**src/rtl/packet_frame_sequencer.sv**
```systemverilog
// Frames a latched payload as START_BYTE, payload[0..N-1], optional CRC-8 (FRAME_CRC_EN), END_BYTE.
// First byte one cycle after an accepted send; stalls while tx_ready is low; sends arriving mid-frame are dropped and counted.
`timescale 1ns/1ps
`ifndef PACKET_WIDTH
`define PACKET_WIDTH 6
`endif

module packet_frame_sequencer #(
    parameter logic [7:0] START_BYTE    = 8'h7E,
    parameter logic [7:0] END_BYTE      = 8'h81,
    parameter int         PAYLOAD_BYTES = `PACKET_WIDTH - 2
) (
    input  logic                          clk,
    input  logic                          reset,
    input  logic [PAYLOAD_BYTES-1:0][7:0] sys_packet,
    input  logic                          send,
    output logic [7:0]                    tx_byte,
    output logic                          tx_valid,
    input  logic                          tx_ready,
    output logic                          busy,
    output logic                          frame_done,
    output logic                          overrun,
    output logic [7:0]                    drop_count
);

    localparam int IDX_W = $clog2(PAYLOAD_BYTES) + 1;
    localparam logic [IDX_W-1:0] LAST_IDX = IDX_W'(PAYLOAD_BYTES - 1);

    typedef enum logic [2:0] {
        S_IDLE,
        S_START,
        S_PAYLOAD,
`ifdef FRAME_CRC_EN
        S_CRC,
`endif
        S_END
    } state_t;

    state_t                          r_state;
    state_t                          w_state_nxt;
    logic [PAYLOAD_BYTES-1:0][7:0]   r_shadow;
    logic [IDX_W-1:0]                r_idx;
    logic [IDX_W-1:0]                w_idx_nxt;
    logic                            r_frame_done;
    logic                            r_overrun;
    logic [7:0]                      r_drop_count;
    logic                            w_xfer;
    logic                            w_accept;
    logic                            w_drop;
    logic [7:0]                      w_payload_byte;
    logic [7:0]                      w_tx_byte;

`ifdef FRAME_CRC_EN
    logic [7:0] r_crc;
    logic [7:0] w_crc_nxt;

    // CRC-8, poly 0x07, MSB first, no reflection, no final XOR.
    function automatic logic [7:0] crc8_next(input logic [7:0] crc, input logic [7:0] data);
        logic [7:0] c;
        c = crc ^ data;
        for (int b = 0; b < 8; b++) begin
            c = c[7] ? ((c << 1) ^ 8'h07) : (c << 1);
        end
        return c;
    endfunction
`endif

    // Outputs decode registered state only, so tx_valid/tx_byte have no path from send or tx_ready.
    assign tx_valid   = (r_state != S_IDLE);
    assign busy       = (r_state != S_IDLE);
    assign tx_byte    = w_tx_byte;
    assign frame_done = r_frame_done;
    assign overrun    = r_overrun;
    assign drop_count = r_drop_count;
    assign w_xfer     = tx_valid && tx_ready;

    always_comb begin
        w_payload_byte = 8'h00;
        for (int i = 0; i < PAYLOAD_BYTES; i++) begin
            if (r_idx == IDX_W'(i)) begin
                w_payload_byte = r_shadow[i];
            end
        end
    end

    always_comb begin
        w_state_nxt = r_state;
        w_idx_nxt   = r_idx;
        w_accept    = 1'b0;
        w_tx_byte   = 8'h00;
`ifdef FRAME_CRC_EN
        w_crc_nxt   = r_crc;
`endif
        case (r_state)
            S_IDLE: begin
                if (send) begin
                    w_accept    = 1'b1;
                    w_state_nxt = S_START;
                end
            end
            S_START: begin
                w_tx_byte = START_BYTE;
                if (w_xfer) begin
                    w_idx_nxt   = '0;
                    w_state_nxt = S_PAYLOAD;
`ifdef FRAME_CRC_EN
                    w_crc_nxt   = 8'h00;
`endif
                end
            end
            S_PAYLOAD: begin
                w_tx_byte = w_payload_byte;
                if (w_xfer) begin
`ifdef FRAME_CRC_EN
                    w_crc_nxt = crc8_next(r_crc, w_payload_byte);
`endif
                    if (r_idx == LAST_IDX) begin
`ifdef FRAME_CRC_EN
                        w_state_nxt = S_CRC;
`else
                        w_state_nxt = S_END;
`endif
                    end else begin
                        w_idx_nxt = r_idx + IDX_W'(1);
                    end
                end
            end
`ifdef FRAME_CRC_EN
            S_CRC: begin
                w_tx_byte = r_crc;
                if (w_xfer) begin
                    w_state_nxt = S_END;
                end
            end
`endif
            S_END: begin
                w_tx_byte = END_BYTE;
                if (w_xfer) begin
                    // A send coinciding with the final transfer chains straight into the next frame.
                    if (send) begin
                        w_accept    = 1'b1;
                        w_state_nxt = S_START;
                    end else begin
                        w_state_nxt = S_IDLE;
                    end
                end
            end
            default: begin
                w_state_nxt = S_IDLE;
            end
        endcase
    end

    assign w_drop = send && !w_accept;

    always_ff @(posedge clk) begin
        if (reset) begin
            r_state      <= S_IDLE;
            r_shadow     <= '0;
            r_idx        <= '0;
            r_frame_done <= 1'b0;
            r_overrun    <= 1'b0;
            r_drop_count <= 8'h00;
`ifdef FRAME_CRC_EN
            r_crc        <= 8'h00;
`endif
        end else begin
            r_state      <= w_state_nxt;
            r_idx        <= w_idx_nxt;
            r_frame_done <= (r_state == S_END) && w_xfer;
            r_overrun    <= w_drop;
            if (w_accept) begin
                r_shadow <= sys_packet;
            end
            if (w_drop && (r_drop_count != 8'hFF)) begin
                r_drop_count <= r_drop_count + 8'd1;
            end
`ifdef FRAME_CRC_EN
            r_crc        <= w_crc_nxt;
`endif
        end
    end

endmodule

```
**config.mk**
```make
export PLATFORM = sky130hd
export DESIGN_NAME = packet_frame_sequencer
export DESIGN_NICKNAME = d
export VERILOG_FILES = /design/src/rtl/packet_frame_sequencer.sv
export SDC_FILE = /design/constraint.sdc
export NUM_CORES = 1
export LEC_CHECK = 0
export ABC_AREA = 1
export CORE_ASPECT_RATIO = 2
export CORE_MARGIN = 4
export CORE_UTILIZATION = 54
export CTS_CLUSTER_SIZE = 24
export DETAILED_ROUTE_END_ITERATION = 10
export PLACE_DENSITY = 0.85
export REMOVE_ABC_BUFFERS = 1
export SKIP_CTS_REPAIR_TIMING = 1
export SYNTH_ARGS = -nofsm -noshare
export SYNTH_HDL_FRONTEND = slang
export SYNTH_SLANG_ARGS = --single-unit
```
**constraint.sdc**
```tcl
create_clock -name clk -period 3 [get_ports clk]
set_input_delay 0.3 -clock clk [delete_from_list [all_inputs] [get_ports clk]]
set_output_delay 0.3 -clock clk [all_outputs]
set_load 0.1 [all_outputs]
```
==> results.txt <==
min-delay src - r_shadow[13]
via count - 2456
sequential area share after synthesis - 39.0%
Hold Path Sink - r_shadow[13]
multi-input logic area - 1280 µm²
Final ANT Viol Nets - 0
IO Pins - 56
WS Path Type - reg2out
max cap viols - 0
share of cells above drive strength 1 - 10.5%
total global routing overflow - 0
Min-Delay Path Depth - 2
asr flop ratio synth - 0%
Place WS - 731 ps
CP Max Fanout - 11
FF-to-FF Start - r_state[1]
synth warn - 0
Max Clk Rate - 375 MHz
Int Pwr - 1.55 mW
min Tclk post-route - 2670 ps
DRC violations left - 0
Yosys reg bits - 47
vias per inst - 5.28
sequential power share - 29.9%
Worst R2R Setup Slack - 830 ps
required time of the worst setup path - 2700 ps
Clock power frac - 13.4%
Die X - 55.3 µm
Area Growth Syn to Fin - 28.4%
Slew @ Worst Pin - 591 ps
Worst R2R Path Depth - 8
Mapped Avg Cell Area - 6.75 µm²
die area - 5670 µm²
CTS tree - built
GR Util All Layers - 21.8%
post-route cell area - 3100 µm²
clock slew at reported path FFs - 80 ps
ys flop type - dfxtp_1
Synth top area share - 39.0%
final worst-path cycle share - 88.9%
Critical Path Start Type - flop
Critical Path Sink Type - output port
Antenna Diode Count - 0
H-tree depth - 2
DP HPWL - 4380 µm
pin count of the biggest net entering global routing - 36
maximum vdd drop - 0.783 mV
fillcell total - 391
RSZ-0062 raised after global routing - false
switching power - 1.58 mW
setup violators final - 0
initial antenna violation count - 0
Synth area leaders - dfxtp_1, nor2_1, nand2_1
worst skew pair latency - 300 ps
Worst Hold Slack - 504 ps
Core Area - 4340 µm²
input/output buffers - 55
clock sink total - 47
commonest cells in the netlist - nor2_1, nand2_1, dfxtp_1, o21ai_0, nand3_1
Rows - 34
Critical R2R Capture - r_shadow[27]
Max-slew headroom - 60.5%
DRT iter0 DRCs - 55
gpl congestion - 0.937
Final #Nets - 457
Pre-Repair DR Iteration Count - 5
CTS Root Cell - clkbuf_8
CTS max path bufs - 2
Slew Limit Fails - 0
worst setup margin - 332 ps
vias in the first global route - 2336
Post-Synthesis Cells - 358
Final Skew - 6.33 ps
Leak - 1.43 nW
die height - 103 µm
Area after DPL - 3000 µm²
Routed WL - 5950 µm
WL per Instance - 12.8 µm
EDFF count, synth - 0
CTS buffer count - 5
area leader, netlist - dfxtp_1
status - finished, final reports clean
initial cell density of the core - 55.7%
Hold Path Class - reg2reg
Logic pwr share - 56.7%
crit path DAT - 2370 ps
PwrDens - 1010 nW/µm²
most frequent cell after synthesis - nor2_1
Reg area - 941 µm²
setup TNS - 0 ps
sw frac - 50.4%
synthesized area - 2410 µm²
final hold violation count - 0
Synth cell types - 26
first-pass GRT wire length - 9880 µm
power by group through the flow:
stage	sequential, mW	combinational (mW)	clock [mW]
2_1_floorplan	0.972	1.19	0
3_3_place_gp	0.941	1.74	0
3_5_place_dp	0.944	1.77	0
4_1_cts	0.934	1.79	0.431
5_1_grt	0.959	1.94	0.454
6_report	0.936	1.77	0.421
metal layers:
| layer | GRT usage, % | routed length, µm | up-vias |
|---|---|---|---|
| met2 | 41.6 | 3310 | 69 |
| met1 | 20.9 | 2090 | 1125 |
| met5 | 0 | 0 | - |
| li1 | - | - | 1237 |
| met4 | 14.6 | 274 | 0 |
| met3 | 3.88 | 277 | 25 |
worst max-delay path: stages, from the launching register on:
cell,delay [ps]
dfxtp_1,520
ha_1,260
inv_1,80
nor2_1,460
o21ai_0,180
inv_1,80
nand2_1,60
nand2_1,70
nand2_1,60
nand2_1,130
buf_12,190
worst max-delay path by stage:
| stage | cells after the start | start | slack [ps] | end |
|---|---|---|---|---|
| 2_1_floorplan | 9 | r_state[1] | -340 | drop_count[2] |
| 5_1_grt | 10 | r_state[1] | 90 | tx_byte[4] |
| 3_3_place_gp | 10 | r_state[1] | 780 | tx_byte[6] |
| 3_5_place_dp | 10 | r_state[1] | 730 | tx_byte[2] |
| 4_1_cts | 10 | r_state[1] | 350 | tx_byte[1] |
| 6_report | 10 | r_state[1] | 330 | tx_byte[1] |
logic make-up after synthesis:
group	Yosys count	share of synthesized area (%)
AO/OA/AOI/OAI	55	11.8
XOR/XNOR	3	1.09
adder cells (fa/ha/maj)	11	5.70
buffers and inverters	42	8.13
flip-flops	47	39.0
AND/OR/NAND/NOR	200	34.4
sequential cells by signal, indices dropped and copies added, names as in the netlist:
register    cells
r_idx           3
drop_count      8
overrun         1
r_shadow       32
r_state         2
frame_done      1
per-stage QoR:
stage / power [mW] / utilization, % / std cells
after floorplan: 2.16 / - / 344
after detailed placement: 2.71 / 69.1 / 457
after CTS: 3.15 / 71.5 / 465
final: 3.13 / 71.5 / 465
after global placement: 2.68 / 69.1 / 457
after global routing: 3.35 / 71.5 / 465
final cells by class:
| cell class | count | area share, % |
|---|---|---|
| clock buffers | 7 | 3.11 |
| multi-input cells | 269 | 41.2 |
| flip-flops and latches | 47 | 30.3 |
| repair buffers | 59 | 19.5 |
| clock inverters | 1 | 0.242 |
| inverters | 28 | 3.39 |
| well taps | 54 | 2.18 |
cell usage in the layout, fill, tap and decap left out, drive strengths merged, types with 2 or more instances in the layout:
| cell | n |
|---|---|
| xnor2 | 2 |
| nand3 | 31 |
| nor2 | 87 |
| or2 | 2 |
| dfxtp | 47 |
| buf | 24 |
| clkdlybuf4s50 | 35 |
| nor3 | 4 |
| ha | 11 |
| a21oi | 12 |
| o21ai | 41 |
| inv | 27 |
| nand2 | 76 |
| clkbuf | 7 |
(Power assumes the default switching activity.)
